[src/rtl/debounce_pkg.sv]
// Shared types and default constants for the button debounce controller and its prescaler.
package debounce_pkg;

   localparam int DEF_TICK_DIV   = 100000;
   localparam int DEF_STABLE_CNT = 4;

   typedef enum logic [1:0] {
      IDLE_LOW  = 2'b00,
      WAIT_HIGH = 2'b01,
      IDLE_HIGH = 2'b10,
      WAIT_LOW  = 2'b11
   } state_t;

endpackage

[src/rtl/button_debounce_ctrl_if.sv]
// Button-side signal bundle: raw input in, conditioned level, edge pulses, tick and busy out.
interface button_debounce_ctrl_if;

   logic btn_raw;
   logic btn_level;
   logic btn_rise;
   logic btn_fall;
   logic sample_tick;
   logic busy;

   // master drives the raw button and consumes the conditioned outputs
   modport master (
      output btn_raw,
      input  btn_level, btn_rise, btn_fall, sample_tick, busy
   );

   modport slave (
      input  btn_raw,
      output btn_level, btn_rise, btn_fall, sample_tick, busy
   );

endinterface

[src/rtl/tick_gen.sv]
// Free-running prescaler: registered one-cycle tick every TICK_DIV clocks, first one TICK_DIV cycles after reset.
module tick_gen
   import debounce_pkg::*;
#(
   parameter int TICK_DIV = DEF_TICK_DIV
) (
   input  logic clk,
   input  logic reset,
   output logic tick
);

   localparam int            W    = $clog2(TICK_DIV);
   localparam logic [W-1:0] LAST = W'(TICK_DIV - 1);
   localparam logic [W-1:0] PRE  = W'(TICK_DIV - 2);

   logic [W-1:0] count;

   // tick is registered from PRE so it is high in exactly the cycle where count == LAST
   always_ff @(posedge clk or negedge reset) begin
      if (!reset) begin
         count <= '0;
         tick  <= 1'b0;
      end else begin
         // NOTE: non-blocking assignments keep every flop sampling pre-edge values, independent of statement order.
         count <= (count == LAST) ? '0 : count + 1'b1;
         tick  <= (count == PRE);
      end
   end

endmodule

[src/rtl/button_debounce_ctrl.sv]
// Push-button debouncer: tick-sampled four-state qualifier with registered level, edge pulses and busy.
// Define DEBOUNCE_SYNC_EN to insert a second synchronizer flop on btn_raw.
module button_debounce_ctrl
   import debounce_pkg::*;
#(
   parameter int TICK_DIV   = DEF_TICK_DIV,
   parameter int STABLE_CNT = DEF_STABLE_CNT
) (
   input logic                  clk,
   input logic                  reset,
   button_debounce_ctrl_if.slave bus
);

   localparam int             CW       = $clog2(STABLE_CNT);
   localparam logic [CW-1:0] CNT_LAST = CW'(STABLE_CNT - 1);

   logic          btn_s;
   logic          tick;
   state_t        state, state_next;
   logic [CW-1:0] cnt, cnt_next;
   logic          level_q, rise_q, fall_q, busy_q;
   logic          level_d, rise_d, fall_d, busy_d;

`ifdef DEBOUNCE_SYNC_EN
   logic btn_meta;

   always_ff @(posedge clk or negedge reset) begin
      if (!reset) begin
         btn_meta <= 1'b0;
         btn_s    <= 1'b0;
      end else begin
         btn_meta <= bus.btn_raw;
         btn_s    <= btn_meta;
      end
   end
`else
   always_ff @(posedge clk or negedge reset) begin
      if (!reset) btn_s <= 1'b0;
      else        btn_s <= bus.btn_raw;
   end
`endif

   tick_gen #(.TICK_DIV(TICK_DIV)) u_tick_gen (
      .clk   (clk),
      .reset (reset),
      .tick  (tick)
   );

   // Output flops load from next-state decode so they change on the same edge as the state.
   always_ff @(posedge clk or negedge reset) begin
      if (!reset) begin
         state   <= IDLE_LOW;
         cnt     <= '0;
         level_q <= 1'b0;
         rise_q  <= 1'b0;
         fall_q  <= 1'b0;
         busy_q  <= 1'b0;
      end else begin
         state   <= state_next;
         cnt     <= cnt_next;
         level_q <= level_d;
         rise_q  <= rise_d;
         fall_q  <= fall_d;
         busy_q  <= busy_d;
      end
   end

   always_comb begin
      // NOTE: defaulting every combinational output first rules out inferred latches on untaken branches.
      state_next = state;
      cnt_next   = cnt;
      if (tick) begin
         unique case (state)
            IDLE_LOW: if (btn_s) begin
               state_next = WAIT_HIGH;
               cnt_next   = CW'(1);
            end
            WAIT_HIGH: if (!btn_s) begin
               state_next = IDLE_LOW;
               cnt_next   = '0;
            end else if (cnt == CNT_LAST) begin
               state_next = IDLE_HIGH;
               cnt_next   = '0;
            end else begin
               cnt_next = cnt + 1'b1;
            end
            IDLE_HIGH: if (!btn_s) begin
               state_next = WAIT_LOW;
               cnt_next   = CW'(1);
            end
            WAIT_LOW: if (btn_s) begin
               state_next = IDLE_HIGH;
               cnt_next   = '0;
            end else if (cnt == CNT_LAST) begin
               state_next = IDLE_LOW;
               cnt_next   = '0;
            end else begin
               cnt_next = cnt + 1'b1;
            end
         endcase
      end
   end

   // Pulses fire only on the qualifying transition, never on an abort back to the old idle state.
   always_comb begin
      level_d = (state_next == IDLE_HIGH) || (state_next == WAIT_LOW);
      busy_d  = (state_next == WAIT_HIGH) || (state_next == WAIT_LOW);
      rise_d  = (state == WAIT_HIGH) && (state_next == IDLE_HIGH);
      fall_d  = (state == WAIT_LOW)  && (state_next == IDLE_LOW);
   end

   assign bus.btn_level   = level_q;
   assign bus.btn_rise    = rise_q;
   assign bus.btn_fall    = fall_q;
   assign bus.busy        = busy_q;
   assign bus.sample_tick = tick;

endmodule

[src/flat_wrapper.sv]
// flat-port wrapper written by rule: the top's interface ports become plain ports
module button_debounce_ctrl_flat import debounce_pkg::*;
#(
   parameter int TICK_DIV   = DEF_TICK_DIV,
   parameter int STABLE_CNT = DEF_STABLE_CNT
)
  (clk, reset, bus_btn_raw, bus_btn_level, bus_btn_rise, bus_btn_fall, bus_sample_tick, bus_busy);
  button_debounce_ctrl_if bus_i ();
  input logic clk;
  input logic reset;
  input wire logic [$bits(bus_i.btn_raw)-1:0] bus_btn_raw;
  output wire logic [$bits(bus_i.btn_level)-1:0] bus_btn_level;
  output wire logic [$bits(bus_i.btn_rise)-1:0] bus_btn_rise;
  output wire logic [$bits(bus_i.btn_fall)-1:0] bus_btn_fall;
  output wire logic [$bits(bus_i.sample_tick)-1:0] bus_sample_tick;
  output wire logic [$bits(bus_i.busy)-1:0] bus_busy;
  assign bus_i.btn_raw = bus_btn_raw;
  assign bus_btn_level = bus_i.btn_level;
  assign bus_btn_rise = bus_i.btn_rise;
  assign bus_btn_fall = bus_i.btn_fall;
  assign bus_sample_tick = bus_i.sample_tick;
  assign bus_busy = bus_i.busy;
  button_debounce_ctrl #(.TICK_DIV(TICK_DIV), .STABLE_CNT(STABLE_CNT)) u_core (.clk(clk), .reset(reset), .bus(bus_i));
endmodule
[config.mk]
export PLATFORM = sky130hd
export DESIGN_NAME = button_debounce_ctrl_flat
export DESIGN_NICKNAME = d
export VERILOG_FILES = /design/src/rtl/debounce_pkg.sv /design/src/rtl/button_debounce_ctrl_if.sv /design/src/rtl/tick_gen.sv /design/src/rtl/button_debounce_ctrl.sv /design/src/flat_wrapper.sv
export SDC_FILE = /design/constraint.sdc
export NUM_CORES = 1
export LEC_CHECK = 0
export BUFFER_PORTS_ARGS = -buffer_cell sky130_fd_sc_hd__buf_4
export CAP_MARGIN = 10
export CORE_MARGIN = 2
export CORE_UTILIZATION = 40
export CTS_CLUSTER_SIZE = 14
export DETAILED_ROUTE_END_ITERATION = 8
export PLACE_DENSITY = 0.66
export SLEW_MARGIN = 0
export SYNTH_ARGS = -nofsm -noshare
export SYNTH_HDL_FRONTEND = slang
export SYNTH_HIERARCHICAL = 1
export SYNTH_SLANG_ARGS = --single-unit
export TNS_END_PERCENT = 20
[constraint.sdc]
create_clock -name clk -period 2.9 [get_ports clk]
set_input_delay 0.145 -clock clk [delete_from_list [all_inputs] [get_ports clk]]
set_output_delay 0.145 -clock clk [all_outputs]
set_load 0.005 [all_outputs]
==> flow_summary.ini, run 1 <==
[final_layout]
fill_cells = 251
final_common_cell = dfrtp_1
fin_util_pct = 48.6
fin_nets = 124
seqCellArea_um2 = 651
areaGrowthSynthToFinish_pct = 13.7
mostFrequentLayoutCells = dfrtp_1, nor2_1, xnor2_1
antenna_cells = 0
multi_input_area_um2 = 533
layout-drive-gt1-share_pct = 17.1

[clock_network]
clock_sinks = 26
root_buffer = clkbuf_4
cts.path.max_buffers = 2
clk-insertion-delay-late_ns = 0.31
cts_tree = yes
cts_resized = 0
htree_levels = 1
cts_buffers = 3
cts.reportedPaths.clkPinSlew_ns = 0.14

[place]
dpl.hpwl_um = 1320
pre_cts_slack_ns = 1.37
place.port_buffers = 7
gp_congestion = 0.753

[logic_synthesis]
syn_nets = 110
ys_top_cells_by_area = dfrtp_1, xnor2_1, xor2_1
yosys_register_bits = 26
synth_top_cell_by_area = dfrtp_1
ys_types = 26
synthCells = 104
synthDominantCellAreaShare_pct = 54.3
avgSynthCellArea_um2 = 11.5
yosys_warnings = 6
syn_area_um2 = 1200
ys_seq_area_share_pct = 54.3

[grt]
grt_overflow = 0
grtUsageTotal_pct = 12.6
grt_pass1_vias = 786
grt_pass1_wl_um = 3330
grt_antenna_before_repair = 0
grt_max_degree = 27

[sta]
max_freq_ghz = 0.644
hold_ws_ns = 0.252
hold_viol = 0
rsz0062_at_grt = no
tns_ns = 0
setup_violations = 0
fin_crit_ns = 1.55
skew_ns = 0.00149
slew_headroom_pct = 76.0
fin_crit_sh_pct = 53.6
timing_worst_slew_pin_value_ns = 0.360
final.setup.worst_slack_ns = 1.35
slew_viol_final = 0

[worst_hold_path]
min_path_type = input pin to async pin

[route]
ant_nets = 0
first_pass_iters = 6
vias = 777
drt_iter0_drc = 41
vias_per_cell = 5.25
drcViolationCount = 1
wl_um = 1840
wl_per_cell_um = 12.4

[setup_path]
cp-start-kind = register
path_class = register to register
required_ns = 3.14
crit_start = u_core/u_tick_gen/count[0]
worst-path-max-fanout = 7
cp.arrival_ns = 1.80
timing.rr.start = u_core/u_tick_gen/count[0]
cp-end-kind = register

[power_and_ir_drop]
power_density_nw_per_um2 = 454
total_power_uw = 619
p_leak_uw = 0.000643
ir_drop_mv = 0.258

[floorplanning]
core_region_area_um2 = 2810
die_h_um = 58.7
dieWidth_um = 58.7
rows = 19
start_util_pct = 42.7
io-pin-count = 8
die-area_um2 = 3450

[run]
maxCapViolCount = 0

[run_status]
status = finished with violations
violations = design-rule violations
-- final cells by class --
cell class	count	share of cell area [%]
Sequential cell	26	47.8
Multi-Input combinational cell	74	39.1
Timing Repair Buffer	9	5.33
Tap cell	31	2.85
Clock inverter	1	2.20
Clock buffer	3	1.65
Inverter	4	1.10
-- worst max-delay path, stage by stage (launching register included) --
cell and delay [ns]:
dfrtp_1 0.44, ha_1 0.22, nand3_2 0.21, nor2_1 0.23, and4_1 0.23, xor2_1 0.15
-- cell families after synthesis --
group                    synth area share (%)
AND/OR/NAND/NOR                          25.2
XOR/XNOR                                 12.3
adder cells (fa/ha/maj)                  3.13
buffers and inverters                    1.25
multiplexers                             1.88
flip-flops                               54.3
AO/OA/AOI/OAI                            1.98
-- power breakdown --
part	total, µW	internal (µW)	switching [µW]
sequential	364	363	1.11
clock	242	140	103
combinational	11.9	4.17	7.75
total	619	507	112
-- stage by stage --
| step | instance area, µm² | instances |
|---|---|---|
| floorplan | 1200 | 104 |
| global placement | 1290 | 142 |
| detailed placement | 1290 | 142 |
| CTS | 1360 | 148 |
| global route | 1360 | 148 |
| finish | 1360 | 148 |
-- layer usage --
layer / global-route usage, % / part of all wire (%)
met2: 20.8 / 49
met3: 2.64 / 2.6
met4: 5.84 / 1.3
met1: 15.8 / 47
met5: 0 / 0
-- worst paths after layout --
kind / end / slack (ns) / cells after the start
worst max-delay path: u_core/u_tick_gen/count[14] / 1.35 / 5
worst min-delay path: u_core/bus.btn_level / 0.25 / 2
worst max register to register: u_core/u_tick_gen/count[14] / 1.35 / 5
worst min register to register: u_core/cnt[0] / 0.52 / 1
max in group asynchronous: u_core/u_tick_gen/count[5] / 2.40 / 2
min in group clk: u_core/btn_s / 0.48 / 2
-- cells in the mapped netlist --
library cell and n:
a22o_1 1, and2_1 1, and3_1 1, and4_1 2
and4bb_2 1, dfrtp_1 26, ha_1 3, inv_1 4
mux2_2 2, nand2_1 7, nand3_1 7, nand3_2 1
nand4_1 5, nand4_4 1, nor2_1 13, nor2_2 1
nor3_1 3, nor3b_1 3, nor4_2 1, nor4_4 1
nor4b_1 1, o21ai_0 2, o21ai_1 1, xnor2_1 8
xor2_1 7, xor2_2 1
-- registers in the layout, indices dropped and copies added (netlist names) --
| name | count |
|---|---|
| u_core/state | 2 |
| u_core/bus.btn_fall | 1 |
| u_core/btn_s | 1 |
| u_core/u_tick_gen/count | 17 |
| u_core/cnt | 2 |
| u_core/bus.btn_level | 1 |
| u_core/bus.btn_rise | 1 |
| u_core/u_tick_gen/tick | 1 |
-- repair_timing --
item / 4_1_cts / 5_1_grt
setup endpoints to repair: 0 / 0
endpoints found under the hold margin: 27 / 0
setup buffers: 0 / 0
hold buffers: 2 / 0
(Power assumes the default switching activity.)
==> run 2, diff against run 1 <==
Settings changed: PLACE_DENSITY 0.66 to 0.68.
Clock period 2.9 ns to 1.3 ns, I/O delays scaled along.
==> flow_summary.ini, run 2 (synthesis gave the netlist of run 1 again) <==
[route]
first_pass_iters = 8
wl_per_cell_um = 13.7
drt_iter0_drc = 42
vias = 876
ant_nets = 0
drcViolationCount = 2
wl_um = 2320
vias_per_cell = 5.18

[grt]
grt_pass1_wl_um = 4060
grt_max_degree = 27
grt_busiest_layer = met2
grt_overflow = 0
grt_pass1_vias = 910
grt_util_met3_pct = 3.96
grtUsageTotal_pct = 15.6
met2_usage_pct = 26.2
use_met1_pct = 19.9
grt_antenna_before_repair = 0

[final_layout]
fin_util_pct = 56.6
final_common_cell = buf_4
regMostFlops = u_core/u_tick_gen/count
largest_reg_flops = 17
mostFrequentLayoutCells = buf_4, dfrtp_1, nor2_1
fin_nets = 145
areaGrowthSynthToFinish_pct = 32.6
layout-drive-gt1-share_pct = 35.5
largestRegisters = u_core/u_tick_gen/count: 17 flops, u_core/cnt: 2 flops, u_core/state: 2 flops
antenna_cells = 0

[place]
place.port_buffers = 7
dpl.hpwl_um = 1560
gp_congestion = 0.881
pre_cts_slack_ns = -0.0290

[setup_path]
path_class = register to register
cp-end-kind = register
rrSetupSlack_ns = -0.02
path_buf_inv = 1
required_ns = 1.52
reg2regPathDepth = 5
cp_top_family = simple AND/OR/NAND/NOR gates
cp-start-kind = register
worst-path-max-fanout = 9
worstPathCellList = and4bb_2, nand4_1, nor2_2, buf_6, nor2_1
critPathMaxStageDelay_ns = 0.46
reg2reg_to = u_core/u_tick_gen/count[10]
timing.rr.start = u_core/u_tick_gen/count[5]
slowest_stage = dfrtp_1
cp.arrival_ns = 1.54

[sta]
slew_headroom_pct = 78.0
hold_ws_ns = 0.163
max_freq_ghz = 0.759
fin_crit_ns = 1.32
hold_viol = 0
skew_ns = 0.00399
setup_violations = 8
slew_viol_final = 0
fin_crit_sh_pct = 101
rsz0062_at_grt = yes
timing_worst_slew_pin_value_ns = 0.329
final.setup.worst_slack_ns = -0.0169

[run]
maxCapViolCount = 0

[run_status]
violations = design-rule violations, negative setup slack
status = finished with violations

[clock_network]
cts_tree = yes
root_buffer = clkbuf_4
htree_levels = 1
clock_sinks = 26
cts_buffers = 3
cts.reportedPaths.clkPinSlew_ns = 0.14
cts.path.max_buffers = 2
clk-insertion-delay-late_ns = 0.32

[floorplanning]
rows = 19
io-pin-count = 8
dieWidth_um = 58.7
die_h_um = 58.7
start_util_pct = 42.7
die-area_um2 = 3450
core_region_area_um2 = 2810

[power_and_ir_drop]
p_leak_uw = 0.000769
total_power_uw = 1390
power_density_nw_per_um2 = 876
ir_drop_mv = 0.665

[worst_hold_path]
min_path_type = input pin to async pin
-- run 2: cell count changes in the layout (fill, tap and decap cells not counted), sizes merged --
| cell | change |
|---|---|
| buf | +21 |
-- run 2: worst max-delay path by stage --
stage	slack (ns)	endpoint	from	cells after the start
6_report	-0.02	u_core/u_tick_gen/count[10]	u_core/u_tick_gen/count[5]	5
5_1_grt	-0.09	u_core/u_tick_gen/count[16]	u_core/u_tick_gen/count[4]	4
4_1_cts	-0.009	u_core/u_tick_gen/count[10]	u_core/u_tick_gen/count[5]	5
3_5_place_dp	-0.03	u_core/u_tick_gen/count[10]	u_core/u_tick_gen/count[8]	5
3_3_place_gp	-0.03	u_core/u_tick_gen/count[16]	u_core/u_tick_gen/count[8]	5
2_1_floorplan	0.01	u_core/u_tick_gen/count[14]	u_core/u_tick_gen/count[0]	5
-- run 2: per-stage QoR --
stage	setup TNS, ns	area (µm²)	cells
final	-0.0805	1590	169
after global routing	-0.855	1590	169
after floorplan	0	1220	104
after CTS	-0.0195	1540	167
after detailed placement	-0.180	1440	159
after global placement	-0.231	1440	159
-- run 2: what timing repair did --
item	CTS	global route
resized for setup	4	8
endpoints found under the setup margin	10	16
hold endpoints to repair	27	0
pin swaps	2	6
setup buffers	2	2
hold buffers	2	0
-- run 2: area by class of cell --
cell class	instances	area (µm²)
inverter	4	15.0
fill	239	1220
sequential	26	652
clock inverter	1	30.0
tap	31	38.8
clock buffer	3	22.5
timing repair buffer	30	238
multi-input combinational	74	593
-- run 2: per-layer routing --
layer | vias to the layer above | routed length [µm]
met5 | - | 0
met4 | 0 | 16
li1 | 429 | -
met2 | 11 | 1160
met3 | 2 | 65
met1 | 434 | 1070
-- run 2: where the power goes --
part | internal [µW] | switching, µW
sequential | 810 | 2.47
combinational | 9.30 | 17.9
clock | 312 | 241
